==> config.mk <==
export PLATFORM = sky130hd
export DESIGN_NAME = ehgu_fifo_burst_gen
export DESIGN_NICKNAME = d
export VERILOG_FILES = /design/src/rtl/ehgu_fifo_burst_gen.sv
export SDC_FILE = /design/constraint.sdc
export NUM_CORES = 1
export LEC_CHECK = 0
export ABC_CLOCK_PERIOD_IN_PS = 6400
export CAP_MARGIN = 20
export CORE_MARGIN = 5
export CORE_UTILIZATION = 45
export CTS_BUF_LIST = sky130_fd_sc_hd__clkbuf_8
export DETAILED_ROUTE_END_ITERATION = 12
export MAX_ROUTING_LAYER = met4
export PLACE_DENSITY = 0.76
export SYNTH_ARGS = -nofsm -noshare
export SYNTH_HDL_FRONTEND = slang
export SYNTH_SLANG_ARGS = --single-unit
==> constraint.sdc <==
create_clock -name clk0 -period 6.4 [get_ports clk0]
set_clock_uncertainty 0.05 [all_clocks]
set_input_delay 0.64 -clock clk0 [delete_from_list [all_inputs] [get_ports clk0]]
set_output_delay 0.64 -clock clk0 [all_outputs]
set_load 0.05 [all_outputs]
==> src/rtl/ehgu_fifo_burst_gen.sv <==
// Purpose : bursty write-side traffic source for the FIFO. It runs num_bursts bursts of burst_len beats,
//           separated by gap_len idle cycles, and reports status.
// Latency : the first wr_en appears one edge after the edge that samples start. All outputs are registered.
// Backpressure: hold=1 freezes the sequence and forces wr_en low on the next cycle.
//               stop=1 aborts to IDLE on the next cycle without a done pulse.
// Ports   : clk0/wrstn            clock, asynchronous active-low reset
//           start/stop/hold       sequence control
//           burst_len/gap_len/num_bursts  run configuration, latched on start
//           wr_en/wr_data         FIFO write strobe and data
//           busy/done/word_count  status: in BURST/GAP, completion pulse, beats issued (saturating)
// Build option: define EHGU_BURST_GEN_LFSR_EN to replace the incrementing data counter with a
//               maximal-length Fibonacci LFSR seeded with 1. Timing is the same in both builds.
module ehgu_fifo_burst_gen #(
  parameter int WIDTH = 8,
  parameter int LEN_W = 8,
  parameter int NB_W  = 8,
  parameter int CNT_W = 16
) (
  input  logic             clk0,
  input  logic             wrstn,
  input  logic             start,
  input  logic             stop,
  input  logic             hold,
  input  logic [LEN_W-1:0] burst_len,
  input  logic [LEN_W-1:0] gap_len,
  input  logic [NB_W-1:0]  num_bursts,
  output logic             wr_en,
  output logic [WIDTH-1:0] wr_data,
  output logic             busy,
  output logic             done,
  output logic [CNT_W-1:0] word_count
);

  typedef enum logic [1:0] {IDLE, BURST, GAP, DONE} state_e;

  state_e           state_q;
  logic [LEN_W-1:0] blen_q, glen_q;   // latched configuration
  logic [LEN_W-1:0] beat_q;           // beats left in the current burst
  logic [LEN_W-1:0] gap_q;            // idle cycles left in the current gap
  logic [NB_W-1:0]  bursts_q;         // bursts left, including the current one
  logic [WIDTH-1:0] gen_q, gen_d;     // data generator and its next value
  logic [CNT_W-1:0] wc_q, wc_d;
  logic             wr_en_q, busy_q, done_q;
  logic [WIDTH-1:0] wr_data_q;

`ifdef EHGU_BURST_GEN_LFSR_EN
  // Tap masks (bit i set = stage i+1 tapped) for maximal-length sequences. The read-side
  // checker must use the same table.
  function automatic logic [63:0] lfsr_taps(input int w);
    case (w)
      2:       return 64'h3;
      3:       return 64'h6;
      4:       return 64'hC;
      5:       return 64'h14;
      6:       return 64'h30;
      7:       return 64'h60;
      8:       return 64'hB8;
      9:       return 64'h110;
      10:      return 64'h240;
      11:      return 64'h500;
      12:      return 64'h829;
      13:      return 64'h100D;
      14:      return 64'h2015;
      15:      return 64'h6000;
      16:      return 64'hD008;
      24:      return 64'hE10000;
      32:      return 64'h80200003;
      default: return 64'h0;
    endcase
  endfunction

  localparam logic [63:0]      TAPS     = lfsr_taps(WIDTH);
  localparam logic [WIDTH-1:0] GEN_SEED = WIDTH'(1);

  assign gen_d = {gen_q[WIDTH-2:0], ^(gen_q & TAPS[WIDTH-1:0])};
`else
  localparam logic [WIDTH-1:0] GEN_SEED = '0;

  assign gen_d = gen_q + WIDTH'(1);
`endif

  // word_count sticks at all-ones instead of wrapping.
  assign wc_d = (&wc_q) ? wc_q : wc_q + CNT_W'(1);

  always_ff @(posedge clk0 or negedge wrstn) begin
    if (!wrstn) begin
      state_q   <= IDLE;
      blen_q    <= '0;
      glen_q    <= '0;
      beat_q    <= '0;
      gap_q     <= '0;
      bursts_q  <= '0;
      gen_q     <= GEN_SEED;
      wc_q      <= '0;
      wr_en_q   <= 1'b0;
      wr_data_q <= '0;
      busy_q    <= 1'b0;
      done_q    <= 1'b0;
    end else begin
      wr_en_q <= 1'b0;
      done_q  <= 1'b0;
      case (state_q)
        IDLE: begin
          // start beats a simultaneous stop here: stop is not looked at in IDLE.
          if (start) begin
            blen_q   <= burst_len;
            glen_q   <= gap_len;
            beat_q   <= burst_len;
            bursts_q <= num_bursts;
            gen_q    <= GEN_SEED;
            wc_q     <= '0;
            if (burst_len == '0 || num_bursts == '0) begin
              state_q <= DONE;
              busy_q  <= 1'b0;
            end else begin
              state_q <= BURST;
              busy_q  <= 1'b1;
            end
          end
        end
        BURST: begin
          if (stop) begin
            state_q <= IDLE;
            busy_q  <= 1'b0;
          end else if (!hold) begin
            wr_en_q   <= 1'b1;
            wr_data_q <= gen_q;
            gen_q     <= gen_d;
            wc_q      <= wc_d;
            if (beat_q == LEN_W'(1)) begin
              if (bursts_q == NB_W'(1)) begin
                // busy stays high while the final beat is on the bus; DONE clears it.
                state_q <= DONE;
              end else begin
                bursts_q <= bursts_q - NB_W'(1);
                beat_q   <= blen_q;
                if (glen_q != '0) begin
                  gap_q   <= glen_q;
                  state_q <= GAP;
                end
              end
            end else begin
              beat_q <= beat_q - LEN_W'(1);
            end
          end
        end
        GAP: begin
          if (stop) begin
            state_q <= IDLE;
            busy_q  <= 1'b0;
          end else if (!hold) begin
            if (gap_q == LEN_W'(1)) begin
              state_q <= BURST;
            end else begin
              gap_q <= gap_q - LEN_W'(1);
            end
          end
        end
        DONE: begin
          state_q <= IDLE;
          busy_q  <= 1'b0;
          done_q  <= !stop;
        end
        default: begin
          state_q <= IDLE;
          busy_q  <= 1'b0;
        end
      endcase
    end
  end

  assign wr_en      = wr_en_q;
  assign wr_data    = wr_data_q;
  assign busy       = busy_q;
  assign done       = done_q;
  assign word_count = wc_q;

endmodule

# After elaboration in Yosys (flattened, before gate mapping)
# Index checks and enable logic that the tools add are counted.
# totals
in_bits	29
rom_bits	0
wordCells	110
mem_bits_rw	0
regBits	77
mem_count	0
latchBits	0
output_inout_bits	27
# classes
shifts	0
reduce_logical	19
bitwise	2
n_mux	49
eq_ne	23
magnitude_cmp	0
multipliers	0
addsub	5
div	0
# op_table
cell	n
two-way mux 8 bit	21
two-way mux 16 bit	4
case mux 8 bit (2 select lines)	4
case mux 16 bit (2 select lines)	1
== test 8 x 1 -> 1 bit, second input constant	3
subtractor 8 x 1 -> 8 bit, second input constant	3
two-way mux 2 bit	10
inequality test 2 bit, second input constant	10
adder 16 x 1 -> 16 bit, second input constant	1
logical NOT 8 bit	2
AND reduction 16 bit	1
inequality test 3 bit, second input constant	5
AND reduction 6 bit	2
AND reduction 5 bit	2
AND reduction 9 bit	1
adder 8 x 1 -> 8 bit, second input constant	1
case mux 2 bit (4 select lines)	1
nonzero test 8 bit	1
two-way mux 1 bit	7
== test 2 bit, second input constant	2
inequality test 4 bit, second input constant	1
AND reduction 2 bit	2
AND reduction 4 bit	1
nonzero test 2 bit	2
other kinds (9)	10

# Logic depth before layout (Yosys ltp)
# logic_depth
word_depth	7
mapped_depth	10
ltp_nobuf	7

# Least setup slack after synthesis
# OpenSTA, ideal clock, no wires.
# synth_timing
kind	reg-to-reg
from	register state_q[0]
to	register gen_q[2]
setup_slack_ns	4.145
setup_ns	0.121
required_ns	6.229
path_stages_with_launch	10
synth_period_minus_slack_ns	2.255
path_buffers	2
arrival_time_ns	2.084
cell_sequence	dfrtp_1 inv_1 ha_1 clkbuf_1 mux2i_1 nand2b_1 clkbuf_1 nor2_1 mux2_2 a22o_1
# synth_via
elab_chain_cells	3
word_cells_on_any_way	8
# synth_rtl
element	line	text
start: declaration	36	state_e state_q;
start signal: assignment	87	state_q <= IDLE;
start signal: assignment	113	state_q <= DONE;
start signal: assignment	116	state_q <= BURST;
== test 2 x 1 -> 1 bit / logical NOT 2 bit (equally long branches)	102	case (state_q)
inequality test 2 bit (no line) / nonzero test 2 bit (equally long branches)	n/a	
AND reduction 4 bit (no line)	n/a	
end signal: assignment	128	gen_q <= gen_d;
end: declaration	41	logic [WIDTH-1:0] gen_q, gen_d;
# Several ways; a longest one is shown, not always the timed one.
# A chain may end at the register's enable or synchronous reset.

# Worst setup path in the final report
# layout_timing
from	register state_q[1]
to	register wc_q[0] (netlist: word_count[0])
# layout_via
elab_chain_cells	3
word_cells_on_any_way	9
# layout_rtl
element	line	text
== test 2 x 1 -> 1 bit / logical NOT 2 bit (equally long branches)	102	
inequality test 2 bit (no line) / nonzero test 2 bit (equally long branches)	n/a	
AND reduction 5 bit (no line)	n/a	
end signal: assignment	129	wc_q <= wc_d;
end: declaration	42	logic [CNT_W-1:0] wc_q, wc_d;
# Several ways; a longest one is shown, not always the timed one.

==> results.py <==
metrics = {
    "outcome": {
        "status": "complete, no violations",
    },
    "floorplan": {
        "die_area_um2": 11900,
        "num_io_pins": 56,
        "rows": 36,
        "die_h_um": 109,
        "dieWidth_um": 109,
        "core_um2": 9680,
        "initial_core_util_pct": 45.7,
    },
    "place": {
        "dpl_cell_area_um2": 5040,
        "gp_congestion": 0.874,
        "port_buffers": 55,
        "hpwlAfterDp_um": 7260,
    },
    "yosys": {
        "syn-cell-area_um2": 4430,
        "synth_seq_cells": 77,
        "synth_cells": 456,
        "seq_area_frac_synth_pct": 43.5,
        "synth-edff-count": 0,
        "synth_area_leaders": "dfrtp_1, mux2_2, ha_1",
        "async_flop_share_pct": 100,
        "synth_ff_type": "dfrtp_1",
        "yosysWarnings": 0,
        "synth_top_area_share_pct": 43.5,
        "ys_types": 63,
        "syn_area_per_cell_um2": 9.71,
        "yosys.area.top_type": "dfrtp_1",
        "syn_nets": 498,
    },
    "worst_setup_path": {
        "regToRegSetupSlack_ns": 3.61,
        "critPathKind": "register to register",
        "crit_arrival_ns": 2.99,
        "crit_fanout": 29,
        "worst_setup_path_end_kind": "register",
        "cp.required_ns": 6.60,
        "cp-start-kind": "register",
    },
    "job": {
        "max_cap_viol_count": 0,
    },
    "power_and_ir_drop": {
        "irDropWorstVdd_mv": 0.180,
        "pwr_density_cell_nw_per_um2": 436,
        "p_leak_uw": 0.00216,
        "p_total_uw": 2310,
    },
    "sta": {
        "rsz0062_at_grt": "false",
        "hold_violations": 0,
        "fin_crit_ns": 2.79,
        "worstMarginPinSlew_ns": 1.00,
        "drv_slew": 0,
        "final.setup.tns_ns": 0,
        "period_share_pct": 43.5,
        "final-setup-viol-count": 0,
        "fmax_ghz": 0.359,
        "max-slew-margin-rel_pct": 32.7,
    },
    "global_route": {
        "antenna_found_initial": 0,
        "grt_max_degree": 78,
        "overflow": 0,
        "grt_pass1_vias": 3603,
        "grt_pass1_wl_um": 17400,
        "track_usage_pct": 18.8,
    },
    "clocking": {
        "htreeDepth": 3,
        "cts_buffer_depth": 2,
        "clock_latency_ns": 0.36,
        "cts_tree": "done",
        "post-cts-setup-buffers": 0,
        "holdBufCountCts": 0,
        "cts_root_buffer": "clkbuf_8",
        "clock-sinks": 77,
        "cts.clk_slew.worst_paths_ns": 0.09,
        "cts_resized": 0,
        "cts_buffers": 9,
    },
    "routing": {
        "first_pass_iters": 5,
        "drt_wl_total_um": 10500,
        "drtAntennaViolNets": 0,
        "drc_errors": 0,
        "wire_per_inst_um": 16.3,
        "vias": 3743,
        "viasPerCell": 5.81,
        "drtIter0Drc": 224,
    },
    "final_layout": {
        "layout-drive-gt1-share_pct": 12.1,
        "diodes": 0,
        "fill_cells": 866,
        "num-nets-final": 548,
        "syn_to_final_growth_pct": 19.5,
        "final_area_um2": 5290,
    },
    "min_path": {
        "min_path_type": "input pin to asynchronous set/reset pin",
    },
}
## sequential cells by signal, summed over array words and instances, names as in the netlist, 2 cells and up
| name | cells |
|---|---|
| glen_q | 8 |
| word_count | 16 |
| blen_q | 8 |
| wr_data | 8 |
| bursts_q | 8 |
| gap_q | 8 |
| state_q | 2 |
| beat_q | 8 |
| gen_q | 8 |
## Yosys cell counts, types with 2 or more instances
library cell   n
or3_1          7
nor3_1        19
nor2_1        36
nand3_1       19
mux2_2        29
inv_1         22
o41ai_1        3
mux2i_1       15
a31oi_1        5
nor3b_1        4
xor2_1         3
a211oi_1       2
nor2b_1        3
o22ai_1        8
nand4_1        9
clkbuf_8       4
and3_1         3
ha_1          13
nor4_1        18
a21oi_1       23
nand2_1       37
o31ai_1        7
dfrtp_1       77
o21ai_0       19
clkbuf_1      12
o31a_1         3
o2111ai_1      2
a221o_1        3
xnor2_1       13
a22o_1         2
nand2b_1       2
or4_1          2
buf_2          2
## cell type report
cell class                      count  area [µm²]  area share [%]
Clock inverter                      7         121            2.29
Sequential cell                    77        1930            36.4
Timing Repair Buffer               59         578            10.9
Tap cell                          133         166            3.14
Multi-Input combinational cell    337        2290            43.3
Inverter                           22        82.6            1.56
Clock buffer                        9         124            2.34
## cell usage in the layout (no fill, tap or decap), drive strengths merged, types with 4 or more instances in the layout
| master | count |
|---|---|
| nor2 | 37 |
| o21ai | 19 |
| a21oi | 23 |
| mux2i | 15 |
| nand4 | 9 |
| dfrtp | 77 |
| xnor2 | 13 |
| or3 | 8 |
| nand2 | 38 |
| nor4 | 19 |
| clkdlybuf4s50 | 54 |
| nor3b | 4 |
| clkbuf | 9 |
| o31ai | 8 |
| o22ai | 8 |
| ha | 13 |
| nand3 | 20 |
| inv | 24 |
| a31oi | 5 |
| nor3 | 20 |
| buf | 5 |
| mux2 | 29 |
## logic make-up (layout without fill, tap and decap cells)
kind of cell | count (synthesis) | in the layout | share of synthesized area [%]
XOR/XNOR | 16 | 16 | 3.16
AO/OA/AOI/OAI | 91 | 91 | 13.8
AND/OR/NAND/NOR | 173 | 173 | 20.3
flip-flops | 77 | 77 | 43.5
adder cells (fa/ha/maj) | 13 | 13 | 3.67
multiplexers | 44 | 44 | 10.8
buffers and inverters | 42 | 97 | 4.72
## report_power, final
| part | switching (µW) | internal (µW) |
|---|---|---|
| clock network | 193 | 262 |
| logic | 595 | 421 |
| registers | 182 | 654 |
| total | 970 | 1340 |
## path summary, 6_finish.rpt
kind | end | cells past startpoint | from
max | word_count[0]$_DFFE_PN0P_ | 7 | state_q[1]$_DFFE_PN0P_
max reg2reg | word_count[0]$_DFFE_PN0P_ | 7 | state_q[1]$_DFFE_PN0P_
min in group clk0 | blen_q[2]$_DFFE_PN0P_ | 1 | blen_q[2]$_DFFE_PN0P_
min | glen_q[2]$_DFFE_PN0P_ | 1 | wrstn
max in group asynchronous | gap_q[2]$_DFFE_PN0P_ | 1 | wrstn
min reg2reg | blen_q[2]$_DFFE_PN0P_ | 1 | blen_q[2]$_DFFE_PN0P_
## critical path, stage by stage, from the launching register on
cell and delay [ns]:
dfrtp_1 0.41, inv_1 0.13, ha_1 0.16, buf_4 0.32
nand3_1 0.19, nor3_1 0.85, a21oi_1 0.25, mux2_2 0.34
## metrics by stage
stage               setup WS [ns]  utilization (%)  hold WS (ns)  instances
global placement             3.47             52.0         0.433        626
finish                       3.61             54.7         0.362        644
floorplan                    4.15                -         0.294        456
CTS                          3.40             54.6         0.422        643
detailed placement           3.36             52.0         0.443        627
global route                 3.43             54.7         0.467        644
## metal layers
layer  part of all wire (%)  track usage (%)  vias up
li1                       -                -     1781
met1                     44             23.2     1841
met2                     50             31.1      106
met3                    3.8             3.37       15
met4                    1.7             6.50        0
met5                      0                -        -
Power figures use the tool's default switching activity.
==> patch 1, RTL diff (same settings) <==
Add a define of `EHGU_BURST_GEN_LFSR_EN`.
--- a/src/rtl/ehgu_fifo_burst_gen.sv
+++ b/src/rtl/ehgu_fifo_burst_gen.sv
@@ -12,2 +12,4 @@
 //               maximal-length Fibonacci LFSR seeded with 1. Timing is the same in both builds.
+`define EHGU_BURST_GEN_LFSR_EN
+
 module ehgu_fifo_burst_gen #(
Function: changed (Yosys sat finds a counterexample within 4 cycles, from zero or initial values and one cycle with wrstn low).
==> patch 1 against the original RTL <==
Worst hold slack got worse by 0.24 ns; critical path depth up 4; routed wire length decreased by 3.7%; synthesized area is 3.7% lower; design area shrank 3.9%; sequential cell count is the same; power decreased by 2.7%; synthesized cell count up 0.88%; worst setup slack worse by 0.54 ns; sequential power grew 2%; die area is 3.4% lower; critical path type unchanged; largest power group unchanged; highest routed layer unchanged.
==> patch 1: results (changes against the original RTL) <==
First-pass GRT wire length: 17.4 mm (+0.16%)
Hold Path Class: in -> async
Critical path peak fanout: 21 (-28%)
Non-filler instance count after layout: 643 (-0.16%)
Worst slack at placement: 2.94 ns (-0.422 ns)
Clkbuf count: 10 (+1)
Worst r2r dst: word_count[13]$_DFFE_PN0P_
Multi-input combinational area share: 43.0% (-0.35 points)
All-Layer GR Usage: 19.0% (+0.24 points)
Layout cells sized above 1: 10.5% (-1.6 points)
Distinct cells, synth: 58 (-7.9%)
Maximum vdd drop: 0.252 mV (+40%)
Mean post-synth cell area: 9.27 um^2 (-4.5%)
Synth top area cells: dfrtp_1 (45%), nand2_1 (6.6%), mux2_2 (5.5%), o21ai_0 (3.9%), ha_1 (3.5%)
Reg2Reg Depth: 11 (+4)
Leak: 2.12 nW (-1.9%)
CP max stage cell: a211oi_1
Sequential share of the synthesized area: 45.2% (+1.7 points)
Synth async-reset ratio: 100% (unchanged)
Routability cong.: 0.887 (+1.5%)
Seq area share: 37.9% (+1.5 points)
Drt first pass iters: 6 (+1)
# fillers: 832 (-3.9%)
Number of flip-flops in the largest register: 16 (unchanged)
Crit path largest cell delay: 0.47 ns (-0.38 ns)
Largest net degree at the start of global routing: 56 (-28%)
Core ar.: 9240 um^2 (-4.6%)
Buffer share of cell area: 11.4% (+0.45 points)
Flop2flop setup slack: 3.07 ns (-0.54 ns)
Drt via density: 5.70 (-2.0%)
WHS: 0.122 ns (-0.240 ns)
Count leader, synth: dfrtp_1
Fin util: 55.0% (+0.38 points)
WP data arrival: 3.52 ns (+0.53 ns)
Routed len/inst: 15.7 um (-3.6%)
Commonest cells in the netlist: dfrtp_1 (76), nand2_1 (75), o21ai_0 (33), nor2_1 (30), nand3_1 (25)
Status: finished, final reports clean
Inverters, non-clock: 15 (-32%)
Net count after synthesis: 501 (+0.60%)
Comb_multi_in: 347 (+3.0%)
DP Area: 4910 um^2 (-2.6%)
Final #Nets: 550 (+0.36%)
Post-synthesis register bit count: 77 (unchanged)
DPL Wire Length: 7.28 mm (+0.22%)
Worst slew pin tran: 0.781 ns (-0.221 ns)
Vias in the first global route: 3537 (-1.8%)
Family with the most delay on the worst path: compound AO/OA/AOI/OAI gates
Clock-cell share of area: 3.44% (-1.2 points)
Initial DRC count: 267 (+19%)
-- patch 1: how the worst max path moves through the flow --
stage	start	end	slack, ns	cells past startpoint
5_1_grt	state_q[1]$_DFFE_PN0P_	word_count[13]$_DFFE_PN0P_	2.70	11
4_1_cts	state_q[1]$_DFFE_PN0P_	word_count[13]$_DFFE_PN0P_	3.08	11
6_report	state_q[1]$_DFFE_PN0P_	word_count[13]$_DFFE_PN0P_	3.07	11
3_5_place_dp	stop	word_count[13]$_DFFE_PN0P_	2.94	9
3_3_place_gp	stop	word_count[15]$_DFFE_PN0P_	3.09	9
2_1_floorplan	state_q[1]$_DFFE_PN0P_	word_count[8]$_DFFE_PN0P_	3.94	12
-- patch 1: worst reg2reg max path: stages (launching register included) --
cell and delay [ns]:
dfrtp_1 0.41, inv_1 0.13, ha_1 0.19, inv_1 0.24
nor2_1 0.25, nand2_1 0.27, inv_1 0.34, o21ai_2 0.22
buf_4 0.26, a211oi_1 0.48, a31oi_1 0.16, a41o_1 0.23
-- patch 1: power by group --
part           switching [W]  total (W)  internal (W)
clock               0.000183   0.000333      0.000151
combinational       0.000631    0.00106      0.000425
sequential          0.000186   0.000856      0.000670
total                0.00100    0.00225       0.00125
-- patch 1: cell families after synthesis --
family | count (synthesis) | synth area share [%]
compound gates | 99 | 15.5
xor+xnor | 11 | 2.26
fa+ha+maj | 12 | 3.52
buf+inv | 36 | 3.64
flops | 77 | 45.2
mux | 31 | 7.89
simple gates | 194 | 21.9
-- patch 1: per-layer routing --
layer	GRT usage, %	vias up	part of all wire [%]
met3	3.36	14	5.8
li1	-	1764	-
met5	-	-	0
met4	6.22	0	1.4
met2	29.0	120	47
met1	25.8	1766	45
==> patch 2, RTL diff (same settings) <==
Made on the original files. Register the inputs `start`, `stop`, `hold` and `gap_len` before use, cleared by the reset. The logic sees them one clock later. Comments in the files are not updated.
--- a/src/rtl/ehgu_fifo_burst_gen.sv
+++ b/src/rtl/ehgu_fifo_burst_gen.sv
@@ -34,2 +34,21 @@
   typedef enum logic [1:0] {IDLE, BURST, GAP, DONE} state_e;
+
+  logic start_q;
+  logic stop_q;
+  logic hold_q;
+  logic [LEN_W-1:0] gap_len_q;
+
+  always_ff @(posedge clk0 or negedge wrstn) begin
+    if (!wrstn) begin
+      start_q   <= '0;
+      stop_q    <= '0;
+      hold_q    <= '0;
+      gap_len_q <= '0;
+    end else begin
+      start_q   <= start;
+      stop_q    <= stop;
+      hold_q    <= hold;
+      gap_len_q <= gap_len;
+    end
+  end
 
@@ -104,5 +123,5 @@
           // start beats a simultaneous stop here: stop is not looked at in IDLE.
-          if (start) begin
+          if (start_q) begin
             blen_q   <= burst_len;
-            glen_q   <= gap_len;
+            glen_q   <= gap_len_q;
             beat_q   <= burst_len;
@@ -121,6 +140,6 @@
         BURST: begin
-          if (stop) begin
+          if (stop_q) begin
             state_q <= IDLE;
             busy_q  <= 1'b0;
-          end else if (!hold) begin
+          end else if (!hold_q) begin
             wr_en_q   <= 1'b1;
@@ -147,6 +166,6 @@
         GAP: begin
-          if (stop) begin
+          if (stop_q) begin
             state_q <= IDLE;
             busy_q  <= 1'b0;
-          end else if (!hold) begin
+          end else if (!hold_q) begin
             if (gap_q == LEN_W'(1)) begin
@@ -161,3 +180,3 @@
           busy_q  <= 1'b0;
-          done_q  <= !stop;
+          done_q  <= !stop_q;
         end
Function: changed (Yosys sat finds a counterexample within 4 cycles, from zero or initial values and one cycle with wrstn low).
==> patch 2 against the original RTL <==
Synthesized area increased by 3.3%; synthesized cell count increased by 0.88%; design area increased by 2.8%; global-route usage decreased by 1.1 points; critical path type unchanged; utilization increased by 0.50 points; worst setup slack improved by 0.014 ns; routed wire length decreased by 2.1%; power decreased by 8.0%; via count decreased by 2.6%; sequential cell count increased by 11.
==> patch 2: results (changes against the original RTL) <==
Status: finished, final reports clean
Final WL: 10.2 mm (-2.1%)
CP max stage cell: a211oi_1
Clock-cell share of area: 3.22% (-1.4 points)
Synth top area cells: dfrtp_1 (48%), mux2_2 (4.2%), nand2_1 (3.7%), ha_1 (3.6%), nor2_1 (3.5%)
CTS Sinks: 88 (+14%)
Commonest cells in the netlist: dfrtp_1 (88), nand2_1 (45), nor2_1 (43), mux2_2 (17), nand3_1 (17)
Maximum vdd drop: 0.150 mV (-17%)
Drt first pass iters: 4 (-1)
Initial DRC count: 245 (+9.4%)
End of the critical path: word_count[12]$_DFFE_PN0P_
Mux share of post-synthesis cell area: 6.21% (-4.6 points)
Comb_multi_in: 338 (+0.30%)
Net count after synthesis: 502 (+0.80%)
Synth Area in Compound Gates: 13.6% (-0.22 points)
# fillers: 825 (-4.7%)
Fmax: 361 MHz (+0.52%)
Critical path peak fanout: 16 (-45%)
Worst slew pin tran: 0.857 ns (-0.145 ns)
Storage element area: 2200 um^2 (+14%)
Met3 Use GR: 3.93% (+0.56 points)
P per Cell Area: 390 nW/um^2 (-10%)
Inverters, non-clock: 16 (-27%)
Crit path largest cell delay: 0.76 ns (-0.09 ns)
Worst slack at placement: 3.55 ns (+0.192 ns)
[patch 2: changes by cell type after synthesis, sizes merged, moves of 7 or more]
| cell | unedited run | this run |
|---|---|---|
| nand2b | 2 | 10 |
| nand2 | 38 | 45 |
| inv | 22 | 15 |
| mux2 | 29 | 19 |
| xnor2 | 13 | 6 |
| mux2i | 15 | 7 |
| xor2 | 3 | 12 |
| a21oi | 23 | 14 |
| nor4 | 19 | 10 |
| dfrtp | 77 | 88 |
[patch 2: metrics by stage]
stage               hold slack (ns)  power (W)
global route                  0.133    0.00227
CTS                           0.433    0.00213
global placement              0.411    0.00173
floorplan                     0.294    0.00152
detailed placement            0.414    0.00177
finish                        0.128    0.00212
[patch 2: where the power goes]
group	internal (W)	switching (W)
clock	0.000173	0.000184
combinational	0.000382	0.000494
sequential	0.000720	0.000170
total	0.00128	0.000848
[patch 2: metal layers]
metal,share of wire [%],vias to the layer above
met5,0,-
met4,1.5,0
met3,4.7,14
met2,47,97
met1,47,1762
li1,-,1772
